### config.mk
export PLATFORM = sky130hd
export DESIGN_NAME = sprite_pixel_gen
export DESIGN_NICKNAME = d
export VERILOG_FILES = /design/src/rtl/sprite_pixel_gen.sv
export SDC_FILE = /design/constraint.sdc
export NUM_CORES = 1
export LEC_CHECK = 0
export BUFFER_PORTS_ARGS = -buffer_cell sky130_fd_sc_hd__clkbuf_2
export CAP_MARGIN = 40
export CORE_MARGIN = 5
export CORE_UTILIZATION = 35
export DETAILED_ROUTE_END_ITERATION = 10
export PLACE_DENSITY = 0.65
export REMOVE_ABC_BUFFERS = 1
export SLEW_MARGIN = 20
export SYNTH_ARGS = -nofsm -noshare
export SYNTH_HDL_FRONTEND = slang
export SYNTH_SLANG_ARGS = --single-unit
### constraint.sdc
create_clock -name Clk -period 8.8 [get_ports Clk]
set_clock_uncertainty 0.05 [all_clocks]
set_input_delay 1.76 -clock Clk [delete_from_list [all_inputs] [get_ports Clk]]
set_output_delay 1.76 -clock Clk [all_outputs]
set_load 0.03 [all_outputs]
### src/rtl/sprite_pixel_gen.sv
// Per-sprite pixel source: maps DrawX/DrawY into a synchronous frame ROM,
// keys out transparent texels and steps a walk-animation frame counter.
`timescale 1ns/1ps
module sprite_pixel_gen #(
    parameter int          SPR_W      = 16,
    parameter int          SPR_H      = 32,
    parameter int          NUM_FRAMES = 4,
    parameter int          ANIM_DIV   = 6,
    parameter int          ADDR_W     = 11,
    parameter logic [23:0] TRANSP     = 24'hFF00FF,
    localparam int         FW = (NUM_FRAMES > 1) ? $clog2(NUM_FRAMES) : 1,
    localparam int         DW = (ANIM_DIV > 1) ? $clog2(ANIM_DIV) : 1
) (
    input  logic              Clk,
    input  logic              Reset,
    input  logic              frame_start,
    input  logic [9:0]        DrawX,
    input  logic [9:0]        DrawY,
    input  logic [9:0]        pos_x,
    input  logic [9:0]        pos_y,
    input  logic              flip,
    input  logic              anim_en,
    input  logic              visible,
    output logic [ADDR_W-1:0] rom_addr,
    input  logic [23:0]       rom_data,
    output logic              sprite_on,
    output logic [23:0]       pic_out,
    output logic [FW-1:0]     anim_frame
);

    logic [9:0]        px, py;
    logic              flip_l, vis_l;
    logic [DW-1:0]     div_q;
    logic [FW-1:0]     frame_q;
    logic              v1, v2;
    logic              in_box;
    logic              hit;
    logic [9:0]        dx, dy;
    logic [ADDR_W-1:0] col;
    logic [ADDR_W-1:0] addr_d;

    // Shadow registers and animation step only move at frame_start.
    always_ff @(posedge Clk) begin
        if (Reset) begin
            px      <= '0;
            py      <= '0;
            flip_l  <= 1'b0;
            vis_l   <= 1'b0;
            div_q   <= '0;
            frame_q <= '0;
        end else if (frame_start) begin
            px     <= pos_x;
            py     <= pos_y;
            flip_l <= flip;
            vis_l  <= visible;
            if (!anim_en) begin
                div_q   <= '0;
                frame_q <= '0;
            end else if (div_q == DW'(ANIM_DIV - 1)) begin
                div_q   <= '0;
                frame_q <= (frame_q == FW'(NUM_FRAMES - 1)) ? '0
                                                            : frame_q + FW'(1);
            end else begin
                div_q <= div_q + DW'(1);
            end
        end
    end

    // 11-bit compares so a sprite near the right/bottom edge never wraps.
    always_comb begin
        in_box = ({1'b0, DrawX} >= {1'b0, px}) &&
                 ({1'b0, DrawX} <  {1'b0, px} + 11'(SPR_W)) &&
                 ({1'b0, DrawY} >= {1'b0, py}) &&
                 ({1'b0, DrawY} <  {1'b0, py} + 11'(SPR_H));
        dx     = DrawX - px;
        dy     = DrawY - py;
        col    = flip_l ? ADDR_W'(SPR_W - 1) - ADDR_W'(dx) : ADDR_W'(dx);
        addr_d = ADDR_W'(frame_q) * ADDR_W'(SPR_W * SPR_H) +
                 ADDR_W'(dy) * ADDR_W'(SPR_W) + col;
        hit    = v2 && (rom_data != TRANSP);
    end

    always_ff @(posedge Clk) begin
        if (Reset) begin
            rom_addr  <= '0;
            v1        <= 1'b0;
            v2        <= 1'b0;
            sprite_on <= 1'b0;
            pic_out   <= '0;
        end else begin
            rom_addr  <= in_box ? addr_d : '0;
            v1        <= in_box & vis_l;
            v2        <= v1;
            sprite_on <= hit;
            pic_out   <= hit ? rom_data : '0;
        end
    end

    assign anim_frame = frame_q;

endmodule

After elaboration in Yosys (flattened, before gate mapping)
Cells that the tools add are included.
- muxes and demuxes: 6
- equal/unequal tests: 4
- bitwise logic cells: 3
- reductions and logical operators: 7
- $lt $le $gt $ge: 4
- $add $sub $neg: 9
- operator list (cell ; count):
    $ne 24x24->1 const B ; 1
    $add 11x11->11 ; 2
    $lt 10x11->1 ; 2
    $ge 10x10->1 ; 2
    $add 10x5->11 const B ; 1
    $add 10x6->11 const B ; 1
    $mux 11 ; 1
    $sub 4x10->11 const A ; 1
    $sub 10x10->10 ; 1
    $sub 7x7->7 ; 1
    $mux 2 ; 3
    $mux 3 ; 2
    $logic_and 1x1->1 ; 4
    $reduce_or 2->1 ; 2
    $add 3x1->3 const B ; 1
    $eq 3x3->1 const B ; 1
    $add 2x1->2 const B ; 1
    $eq 2x2->1 const B ; 1
    $ne 2x1->1 const B ; 1
    $not 1->1 ; 2
    $reduce_and 2->1 ; 1
    $and 1x1->1 ; 1
- register bits: 65
- output and inout port bits: 38
- input port bits: 70

Logic depth before layout (Yosys ltp)
Gate-level depths: netlist of run 1.
- word-level depth: 7
- depth in mapped cells: 21
- mapped depth without buffers: 21

Least setup slack after synthesis of run 1
OpenSTA, ideal clock, no wires.
- path type: input to register
- start: input port DrawX[0]
- end: register rom_addr[10]
- setup time: 0.121 ns
- arrival: 5.252 ns
- required time: 8.629 ns
- path slack: 3.377 ns
- cell stages on the path: 18
- cell sequence: inv_1 > ha_1 > inv_1 > fa_1 > a211o_1 > a21o_1 > a21oi_2 > xor2_1 > nand3_1 > o31ai_1 > xnor2_1 > fa_1 > ha_1 > a21oi_1 > xnor2_1 > xnor2_1 > nor2b_1 > mux2_2
- longest elaborated chain between the ends: 6
- elaborated cells between the ends (all ways): 11
- RTL lines (what ; line ; text):
    start, declared ; 17 ; input logic [9:0] DrawX,
    parallel branches: the longest is 6 deep, another holds $sub 4x10->11 ; - ;
    end signal, assigned ; 91 ; rom_addr <= in_box ? addr_d : '0;
    end, declared ; 24 ; output logic [ADDR_W-1:0] rom_addr,
Parallel ways; which one is timed is not known.
A chain may end at the register's enable or synchronous reset.

Worst setup path in the final report of run 1
Same ends and word-level chain as after synthesis.

==> run_results.csv, run 1 <==
group,metric,value,unit
floorplan,die_h,114,µm
clock_tree,ctsLongestPathBuffers,2,
floorplan,rows,37,
grt,grt-ovfl-total,0,
min_path,hold_depth,2,
final_layout,fin_nets,631,
final_layout,areaGrowthSynthToFinish,23.9,%
floorplan,die-area,12900,µm²
worst_setup_path,start_kind,"input pin",
synthesis,syn_area,3760,µm²
place,io_buffers,107,
route,drtPass1Iterations,5,
floorplan,core,10400,µm²
timing,slew_headroom,0.561,
timing,fin_setup_tns,0,ns
worst_setup_path,worstPathMaxFanout,3,
synthesis,postSynthAreaPerCell,9.30,µm²
route,drc,0,
final_layout,drive_above_1_share,0.259,
synthesis,synth_cell_types,52,
floorplan,dieWidth,114,µm
route,wl_per_cell,13.3,µm
clock_tree,htree_levels,3,
grt,antenna_found_initial,0,
grt,grt_pass1_vias,3145,
place,hpwlAfterDp,7000,µm
route,vias,3121,
final_layout,nFillCells,1052,
clock_tree,cts_inserted_buffers,9,
synthesis,synth_cells,404,
route,routed.top_layer,"met4",
timing,hold_viol,0,
clock_tree,postCtsSetupRepairBufs,0,
final_layout,fin_util,0.447,
job,maxCapViolCount,0,
worst_setup_path,cp.arrival,5.55,ns
route,wl,8720,µm
clock_tree,root_buffer,"clkbuf_8",
synthesis,ys_ff_latch,65,
route,dr_wl_met2,3960,µm
worst_setup_path,end_kind,"flip-flop",
floorplan,pin_count,108,
route,wl_met3,633,µm
timing,rsz0062_at_grt,"no",
synthesis,async_flop_share,0,
synthesis,ys.flop_type,"dfxtp_1",
floorplan,initial_core_util,0.361,
grt,grt_max_degree,30,
clock_tree,postCtsHoldBufs,0,
route,ant_nets,0,
timing,report.final.slew_viol_count,0,
route,drt_iter0_markers,121,
grt,grt_pass1_wl,14200,µm
synthesis,synth_seq_area_share,0.346,
clock_tree,cts_resized,0,
place,place_congestion,0.857,
final_layout,seq_area,1300,µm²
power_and_ir_drop,p_leak,2.21,nW
timing,post-route-period-util,0.609,
min_path,hp-class,"flip-flop to flip-flop",
outcome,outcome,"finished clean",
timing,worst_slew_pin_slew,0.658,ns
route,wl_met1,4000,µm
clock_tree,cts.sinks,65,
clock_tree,cts_tree,"built",
timing,max_freq,0.187,GHz
worst_setup_path,worstPathRequired,8.98,ns
power_and_ir_drop,p_per_area,178,nW/µm²
grt,gr-usage-all-layers,0.136,
final_layout,num_antenna_cells,0,
route,vias_per_cell,4.77,
synthesis,synth_edf_count,0,
worst_setup_path,rr_worst_depth,17,
worst_setup_path,crit_type,"input pin to flip-flop",
power_and_ir_drop,ir_drop,81.3,µV
clock_tree,clkTransAtPathRegs,0.08,ns
timing,min_period,5.36,ns
timing,setup_viol,0,
synthesis,synth_warnings,0,
clock_tree,worstSkewPairLatency,0.34,ns
final_layout,multiInputGateArea,2260,µm²
metrics by stage:
| step | cells | area, µm² | setup slack, ns | power [mW] | hold slack [ns] |
|---|---|---|---|---|---|
| after global placement | 637 | 4400 | 3.15 | 0.537 | 0.368 |
| final | 654 | 4650 | 3.44 | 0.828 | 0.392 |
| after detailed placement | 637 | 4400 | 3.08 | 0.544 | 0.374 |
| after floorplan | 394 | 3700 | 3.38 | 0.484 | 0.358 |
| after global routing | 654 | 4650 | 3.21 | 0.884 | 0.410 |
| after CTS | 653 | 4630 | 3.44 | 0.839 | 0.390 |
registers in the layout (all words and copies together), names as in the netlist:
register / count
anim_frame: 2
div_q: 3
flip_l: 1
pic_out: 24
px: 10
py: 10
rom_addr: 11
sprite_on: 1
v1: 1
v2: 1
vis_l: 1
metal layers:
metal,track usage,up-vias
li1,-,1608
met1,0.175,1409
met2,0.219,91
met3,0.0435,13
met4,0.0377,0
met5,0,-
critical path: stages:
cell and delay [ns]:
clkbuf_2 0.08, inv_1 0.05, ha_1 0.16, inv_1 0.06, fa_1 0.41, a211o_1 0.31
a21o_1 0.17, a21oi_2 0.18, xor2_1 0.20, nand3_1 0.13, o31ai_1 0.26, xnor2_1 0.18
fa_1 0.45, ha_1 0.34, a21oi_1 0.18, xnor2_1 0.15, xnor2_1 0.10, nor2b_1 0.13
mux2_2 0.25
final timing paths:
kind                                         start                 endpoint  slack, ns
worst max-delay path                      DrawX[0]  rom_addr[10]$_SDFF_PP0_       3.44
worst min-delay path            vis_l$_SDFFE_PP0P_            v1$_SDFF_PP0_       0.39
worst max register to register  px[0]$_SDFFE_PP0P_  rom_addr[10]$_SDFF_PP0_       4.63
worst min register to register  vis_l$_SDFFE_PP0P_            v1$_SDFF_PP0_       0.39
report_power, final:
group	switching, mW	leakage, nW	internal, mW
combinational	0.121	1.57	0.108
clock	0.127	0.115	0.163
sequential	0.00764	0.528	0.302
cells in the final DEF (no fill, tap or decap), drive strengths merged, types with 3 or more instances in the layout:
cell type,instances
fa,4
a21o,7
nor3,6
a21oi,17
nand2,11
clkbuf,116
nor2b,6
ha,44
and3,3
a211oi,4
dfxtp,65
o21ai,13
inv,40
nand2b,5
nor2,42
o21a,5
mux2i,22
nand3,10
xnor2,24
nand4,4
xor2,8
and2,25
synthesized netlist by cell type, types with 2 or more instances:
| cell type | n | area [µm²] |
|---|---|---|
| dfxtp_1 | 65 | 1300 |
| ha_1 | 44 | 551 |
| nor2_1 | 42 | 158 |
| inv_1 | 37 | 139 |
| xnor2_1 | 24 | 210 |
| mux2i_1 | 22 | 220 |
| and2_1 | 21 | 131 |
| a21oi_1 | 16 | 80.1 |
| nand2_1 | 11 | 41.3 |
| o21ai_0 | 11 | 55.1 |
| nand3_1 | 10 | 50.1 |
| xor2_1 | 8 | 70.1 |
| a21o_1 | 7 | 52.6 |
| clkbuf_1 | 7 | 26.3 |
| nor2b_1 | 6 | 37.5 |
| nor3_1 | 6 | 30.0 |
| nand2b_1 | 5 | 31.3 |
| o21a_1 | 5 | 37.5 |
| a211oi_1 | 4 | 30.0 |
| and2_4 | 4 | 35.0 |
| fa_1 | 4 | 80.1 |
| nand4_1 | 4 | 25.0 |
| and3_1 | 3 | 18.8 |
| buf_6 | 3 | 33.8 |
| a311oi_1 | 2 | 17.5 |
| a41oi_1 | 2 | 17.5 |
| mux2_2 | 2 | 22.5 |
| nand3b_1 | 2 | 15.0 |
| nand4b_1 | 2 | 17.5 |
| o21ai_1 | 2 | 10.0 |
| o21bai_1 | 2 | 15.0 |
layout make-up:
cell class                      count  share of cell area
Multi-Input combinational cell    292               0.485
Inverter                           37              0.0298
Tap cell                          136              0.0366
Clock inverter                      7              0.0215
Clock buffer                        9              0.0266
Timing Repair Buffer              108               0.121
Sequential cell                    65               0.280
cells by family (layout without fill, tap and decap cells):
group           after synthesis  in the layout  share of synthesized area
fa+ha+maj                    48             48                      0.168
compound gates               66             66                      0.122
mux                          24             24                     0.0646
xor+xnor                     32             32                     0.0746
flops                        65             65                      0.346
simple gates                122            122                      0.171
buf+inv                      47            161                     0.0530
Power figures use the tool's default switching activity.
==> run 2: changes to the inputs <==
--- a/config.mk
+++ b/config.mk
@@ -10,7 +10,7 @@
 export CORE_MARGIN = 5
 export CORE_UTILIZATION = 35
 export DETAILED_ROUTE_END_ITERATION = 10
-export PLACE_DENSITY = 0.65
+export PLACE_DENSITY = 0.67
 export REMOVE_ABC_BUFFERS = 1
 export SLEW_MARGIN = 20
 export SYNTH_ARGS = -nofsm -noshare
==> constraint.sdc (replaced) <==
create_clock -name Clk -period 4.6 [get_ports Clk]
set_clock_uncertainty 0.05 [all_clocks]
set_input_delay 0.92 -clock Clk [delete_from_list [all_inputs] [get_ports Clk]]
set_output_delay 0.92 -clock Clk [all_outputs]
set_load 0.03 [all_outputs]
==> run_results.csv, run 2 (synthesized netlist as in run 1, its figures left out) <==
group,metric,value,unit
outcome,outcome,"finished clean",
route,vias_per_cell,4.73,
worst_setup_path,rr_worst_depth,21,
final_layout,final_common_cell,"clkbuf_2",
worst_setup_path,crit_type,"input pin to flip-flop",
grt,gr-usage-all-layers,0.143,
timing,max_freq,0.225,GHz
clock_tree,postCtsHoldBufs,0,
clock_tree,cts_inserted_buffers,9,
timing,worst_slew_pin_slew,0.539,ns
worst_setup_path,critPathSlowestCell,"fa_2",
floorplan,core,10400,µm²
clock_tree,worstSkewPairLatency,0.35,ns
grt,grt_max_degree,29,
worst_setup_path,reg2reg_to,"rom_addr[10]$_SDFF_PP0_",
final_layout,largest_reg_flops,24,
place,place_congestion,0.853,
min_path,hp-class,"flip-flop to flip-flop",
power_and_ir_drop,ir_drop,139,µV
timing,hold_slack,0.380,ns
worst_setup_path,worstPathMaxFanout,3,
floorplan,die-area,12900,µm²
final_layout,areaGrowthSynthToFinish,27.3,%
grt,grt_pass1_wl,14700,µm
worst_setup_path,path_delay_family,"compound AO/OA/AOI/OAI gates",
final_layout,nFillCells,1005,
timing,slew_headroom,0.640,
route,drc,0,
power_and_ir_drop,finalPower,1.61,mW
worst_setup_path,cp.arrival,4.63,ns
grt,grt_pass1_vias,3169,
floorplan,initial_core_util,0.361,
clock_tree,ctsLongestPathBuffers,2,
worst_setup_path,end_kind,"flip-flop",
timing,min_period,4.44,ns
worst_setup_path,slowest_delay,0.34,ns
grt,antenna_found_initial,0,
worst_setup_path,path_common_cell,"ha_1",
final_layout,drive_above_1_share,0.293,
clock_tree,cts.sinks,65,
timing,hold_viol,0,
clock_tree,clkTransAtPathRegs,0.07,ns
worst_setup_path,start_kind,"input pin",
clock_tree,cts_tree,"built",
route,wl_per_cell,13.4,µm
final_layout,num_antenna_cells,0,
timing,setup_viol,0,
timing,post-route-period-util,0.966,
route,drtPass1Iterations,5,
final_layout,fin_nets,645,
job,maxCapViolCount,0,
floorplan,die_h,114,µm
timing,rsz0062_at_grt,"yes",
worst_setup_path,worstPathRequired,4.78,ns
worst_setup_path,crit_start,"DrawX[0]",
final_layout,seq_area,1300,µm²
place,io_buffers,107,
clock_tree,htree_levels,3,
final_layout,top_regs,"pic_out: 24 flops, rom_addr: 11 flops",
route,drt_iter0_markers,114,
worst_setup_path,r2r_start,"px[0]$_SDFFE_PP0P_",
final_layout,layout_common_cells,"107 x clkbuf_2, 65 x dfxtp_1, 43 x ha_1",
power_and_ir_drop,p_per_area,337,nW/µm²
floorplan,pin_count,108,
worst_setup_path,rrSetupSlack,0.48,ns
floorplan,rows,37,
worst_setup_path,cp-endpoint,"rom_addr[10]$_SDFF_PP0_",
grt,grt-ovfl-total,0,
power_and_ir_drop,p_leak,2.28,nW
clock_tree,root_buffer,"clkbuf_8",
final_layout,regMostFlops,"pic_out",
final_layout,multiInputGateArea,2300,µm²
route,vias,3161,
route,wl,8970,µm
worst_setup_path,cp.buffers_inverters,5,
route,ant_nets,0,
timing,report.final.slew_viol_count,0,
worst_setup_path,cp.depth,23,
floorplan,dieWidth,114,µm
place,hpwlAfterDp,7200,µm
worst_setup_path,path_cells,"clkbuf_2 -> inv_1 -> ha_1 -> inv_1 -> fa_2 -> a211o_1 -> a21o_1 -> a21oi_2 -> xor2_1 -> buf_4 -> buf_4 -> nand2_1 -> o21ai_2 -> xnor2_1 -> ha_1 -> ha_1 -> o21ai_1 -> o21bai_1 -> a21oi_2 -> xnor2_2 -> xnor2_2 -> nor2b_1 -> mux2_2",
[run 2: cell types whose count changed in the layout (fill, tap and decap cells not counted), sizes merged]
cell,previous run,this run
clkinv,2,3
bufinv,2,1
buf,1,15
inv,40,39
clkinvlp,0,1
[run 2: per-stage QoR]
stage / cells / setup TNS [ns] / util / area, µm² / setup WS, ns
floorplan: 394 / 0 / - / 3700 / 0.0151
global placement: 648 / -0.153 / 0.431 / 4480 / -0.153
detailed placement: 648 / -0.233 / 0.431 / 4480 / -0.233
CTS: 664 / 0 / 0.450 / 4690 / 0.127
global route: 668 / -0.0591 / 0.459 / 4780 / -0.0591
finish: 668 / 0 / 0.459 / 4780 / 0.157
[run 2: repair_timing]
| item | in CTS | in global routing |
|---|---|---|
| gates resized for setup | 0 | 8 |
| endpoints found under the setup margin | 0 | 1 |
| setup buffers | 0 | 3 |
[run 2: power breakdown]
group / internal [mW] / switching (mW)
Sequential: 0.578 / 0.0145
Clock: 0.255 / 0.243
Combinational: 0.267 / 0.256
[run 2: layout make-up]
cell class,count,area share
flip-flops and latches,65,0.272
multi-input cells,292,0.482
repair buffers,122,0.140
well taps,136,0.0356
clock buffers,9,0.0259
inverters,37,0.0290
clock inverters,7,0.0162
[run 2: routing by layer]
metal / vias to the layer above / routed length, µm / GRT usage
met5: - / 0 / 0
met2: 57 / 4490 / 0.242
met3: 12 / 491 / 0.0382
met4: 0 / 172 / 0.0537
met1: 1454 / 3820 / 0.172
li1: 1638 / - / -
[run 2: worst min path at each step]
stage                            start  slack, ns            end  depth (start not counted)
CTS                 vis_l$_SDFFE_PP0P_       0.39  v1$_SDFF_PP0_                          2
finish              vis_l$_SDFFE_PP0P_       0.38  v1$_SDFF_PP0_                          2
global route             v1$_SDFF_PP0_       0.41  v2$_SDFF_PP0_                          1
global placement    vis_l$_SDFFE_PP0P_       0.37  v1$_SDFF_PP0_                          2
detailed placement  vis_l$_SDFFE_PP0P_       0.38  v1$_SDFF_PP0_                          2
floorplan           vis_l$_SDFFE_PP0P_       0.36  v1$_SDFF_PP0_                          2
[run 2: tightest hold or removal path, cell delays in order (launching register included)]
cell     delay, ns
dfxtp_1       0.31
inv_1         0.05
nor2_1        0.03
==> run 3: changes to the inputs <==
--- a/config.mk
+++ b/config.mk
@@ -10,7 +10,6 @@
 export CORE_MARGIN = 5
 export CORE_UTILIZATION = 35
 export DETAILED_ROUTE_END_ITERATION = 10
-export PLACE_DENSITY = 0.67
 export REMOVE_ABC_BUFFERS = 1
 export SLEW_MARGIN = 20
 export SYNTH_ARGS = -nofsm -noshare
==> run_results.csv, run 3 (synthesized netlist as in run 1, its figures left out) <==
group,metric,value,unit
power_and_ir_drop,p_per_area,335,nW/µm²
clock_tree,worstSkewPairLatency,0.34,ns
place,hpwlAfterDp,7190,µm
worst_setup_path,worstPathRequired,4.78,ns
worst_setup_path,rr_worst_depth,17,
timing,report.final.slew_viol_count,0,
power_and_ir_drop,ir_drop,174,µV
min_path,holdPathEnd,"v1$_SDFF_PP0_",
final_layout,fin_util,0.455,
worst_setup_path,r2r_start,"px[0]$_SDFFE_PP0P_",
worst_setup_path,cp.arrival,4.62,ns
min_path,hold_depth,2,
timing,post-route-period-util,0.965,
timing,hold_slack,0.395,ns
worst_setup_path,end_kind,"flip-flop",
clock_tree,postCtsHoldBufs,0,
final_layout,final_common_cell,"clkbuf_2",
worst_setup_path,rrSetupSlack,0.51,ns
timing,min_period,4.44,ns
clock_tree,cts.sinks,65,
clock_tree,ctsLongestPathBuffers,2,
timing,max_freq,0.225,GHz
final_layout,multiInputGateArea,2290,µm²
timing,setup_ws,0.159,ns
place,io_buffers,107,
worst_setup_path,worstPathMaxFanout,3,
final_layout,seq_area,1300,µm²
route,drc,0,
clock_tree,htree_levels,3,
timing,setup_viol,0,
final_layout,stdcell_count,665,
final_layout,drive_above_1_share,0.285,
route,wl,9000,µm
grt,antenna_found_initial,0,
route,ant_nets,0,
floorplan,die-area,12900,µm²
floorplan,rows,37,
place,dp_worst_setup_slack,-0.201,ns
timing,slew_headroom,0.597,
clock_tree,clkTransAtPathRegs,0.08,ns
final_layout,layout_common_cells,"107 x clkbuf_2, 65 x dfxtp_1, 43 x ha_1",
grt,grt_pass1_vias,3181,
final_layout,nFillCells,1045,
place,place_congestion,0.789,
floorplan,initial_core_util,0.361,
final_layout,top_regs,"pic_out: 24 flops, rom_addr: 11 flops",
outcome,outcome,"finished clean",
route,drtPass1Iterations,4,
timing,hold_viol,0,
clock_tree,cts_tree,"built",
floorplan,die_h,114,µm
power_and_ir_drop,finalPower,1.59,mW
final_layout,regMostFlops,"pic_out",
worst_setup_path,reg2reg_to,"rom_addr[10]$_SDFF_PP0_",
route,drt_iter0_markers,94,
floorplan,pin_count,108,
route,wl_per_cell,13.5,µm
grt,gr-usage-all-layers,0.141,
grt,grt-ovfl-total,0,
clock_tree,cts_inserted_buffers,9,
job,maxCapViolCount,0,
route,vias,3131,
power_and_ir_drop,p_leak,2.26,nW
final_layout,areaGrowthSynthToFinish,26.3,%
grt,grt_max_degree,30,
min_path,hp-class,"flip-flop to flip-flop",
grt,grt_pass1_wl,14800,µm
worst_setup_path,start_kind,"input pin",
place,dp.cells,648,
final_layout,largest_reg_flops,24,
floorplan,dieWidth,114,µm
floorplan,core,10400,µm²
clock_tree,root_buffer,"clkbuf_8",
final_layout,num_antenna_cells,0,
worst_setup_path,crit_type,"input pin to flip-flop",
final_layout,fin_nets,642,
min_path,hold_start,"vis_l$_SDFFE_PP0P_",
route,vias_per_cell,4.71,
timing,worst_slew_pin_slew,0.605,ns
-- run 3: area by class of cell --
| type | count | area share |
|---|---|---|
| well taps | 136 | 0.0359 |
| repair buffers | 119 | 0.136 |
| clock buffers | 9 | 0.0261 |
| flip-flops and latches | 65 | 0.274 |
| clock inverters | 7 | 0.0158 |
| multi-input cells | 292 | 0.482 |
| inverters | 37 | 0.0293 |
-- run 3: per-layer routing --
metal  share of wire  wire length (µm)  global-route usage
met4           0.018               160              0.0465
met3           0.057               516              0.0403
met1            0.46              4120               0.181
met2            0.47              4200               0.227
met5               0                 0                   0
-- run 3: worst max-delay path, cell delays in order --
cell,delay (ns)
clkbuf_2,0.08
inv_1,0.04
ha_1,0.15
inv_1,0.05
fa_2,0.33
a211o_1,0.34
a21o_1,0.18
a21oi_2,0.16
xor2_1,0.20
nand3_1,0.15
o31ai_2,0.32
xnor2_1,0.19
fa_1,0.49
ha_4,0.29
a21oi_2,0.05
xnor2_1,0.13
xnor2_1,0.14
nor2b_1,0.13
mux2_2,0.26
-- run 3: power by group --
group / internal [mW] / switching, mW
registers: 0.578 / 0.0144
logic: 0.250 / 0.249
clock network: 0.255 / 0.244
-- run 3: worst max path at each step --
stage              from                 endpoint  cells after the start
4_1_cts        DrawX[0]  rom_addr[10]$_SDFF_PP0_                     19
3_5_place_dp   DrawX[0]  rom_addr[10]$_SDFF_PP0_                     19
3_3_place_gp   DrawX[0]  rom_addr[10]$_SDFF_PP0_                     19
6_report       DrawX[0]  rom_addr[10]$_SDFF_PP0_                     19
5_1_grt        DrawX[0]  rom_addr[10]$_SDFF_PP0_                     19
2_1_floorplan  DrawX[0]  rom_addr[10]$_SDFF_PP0_                     18
-- run 3: timing repair --
action / 4_1_cts / 5_1_grt
hold endpoints to repair: 0 / 0
buffers inserted: 0 / 0
endpoints found under the setup margin: 0 / 1
gates resized for setup: 0 / 6
-- run 3: per-stage QoR --
stage | instance area (µm²) | TNS (ns)
6_report | 4740 | 0
5_1_grt | 4740 | -0.0249
4_1_cts | 4680 | 0
3_5_place_dp | 4480 | -0.201
3_3_place_gp | 4480 | -0.173
2_1_floorplan | 3700 | 0
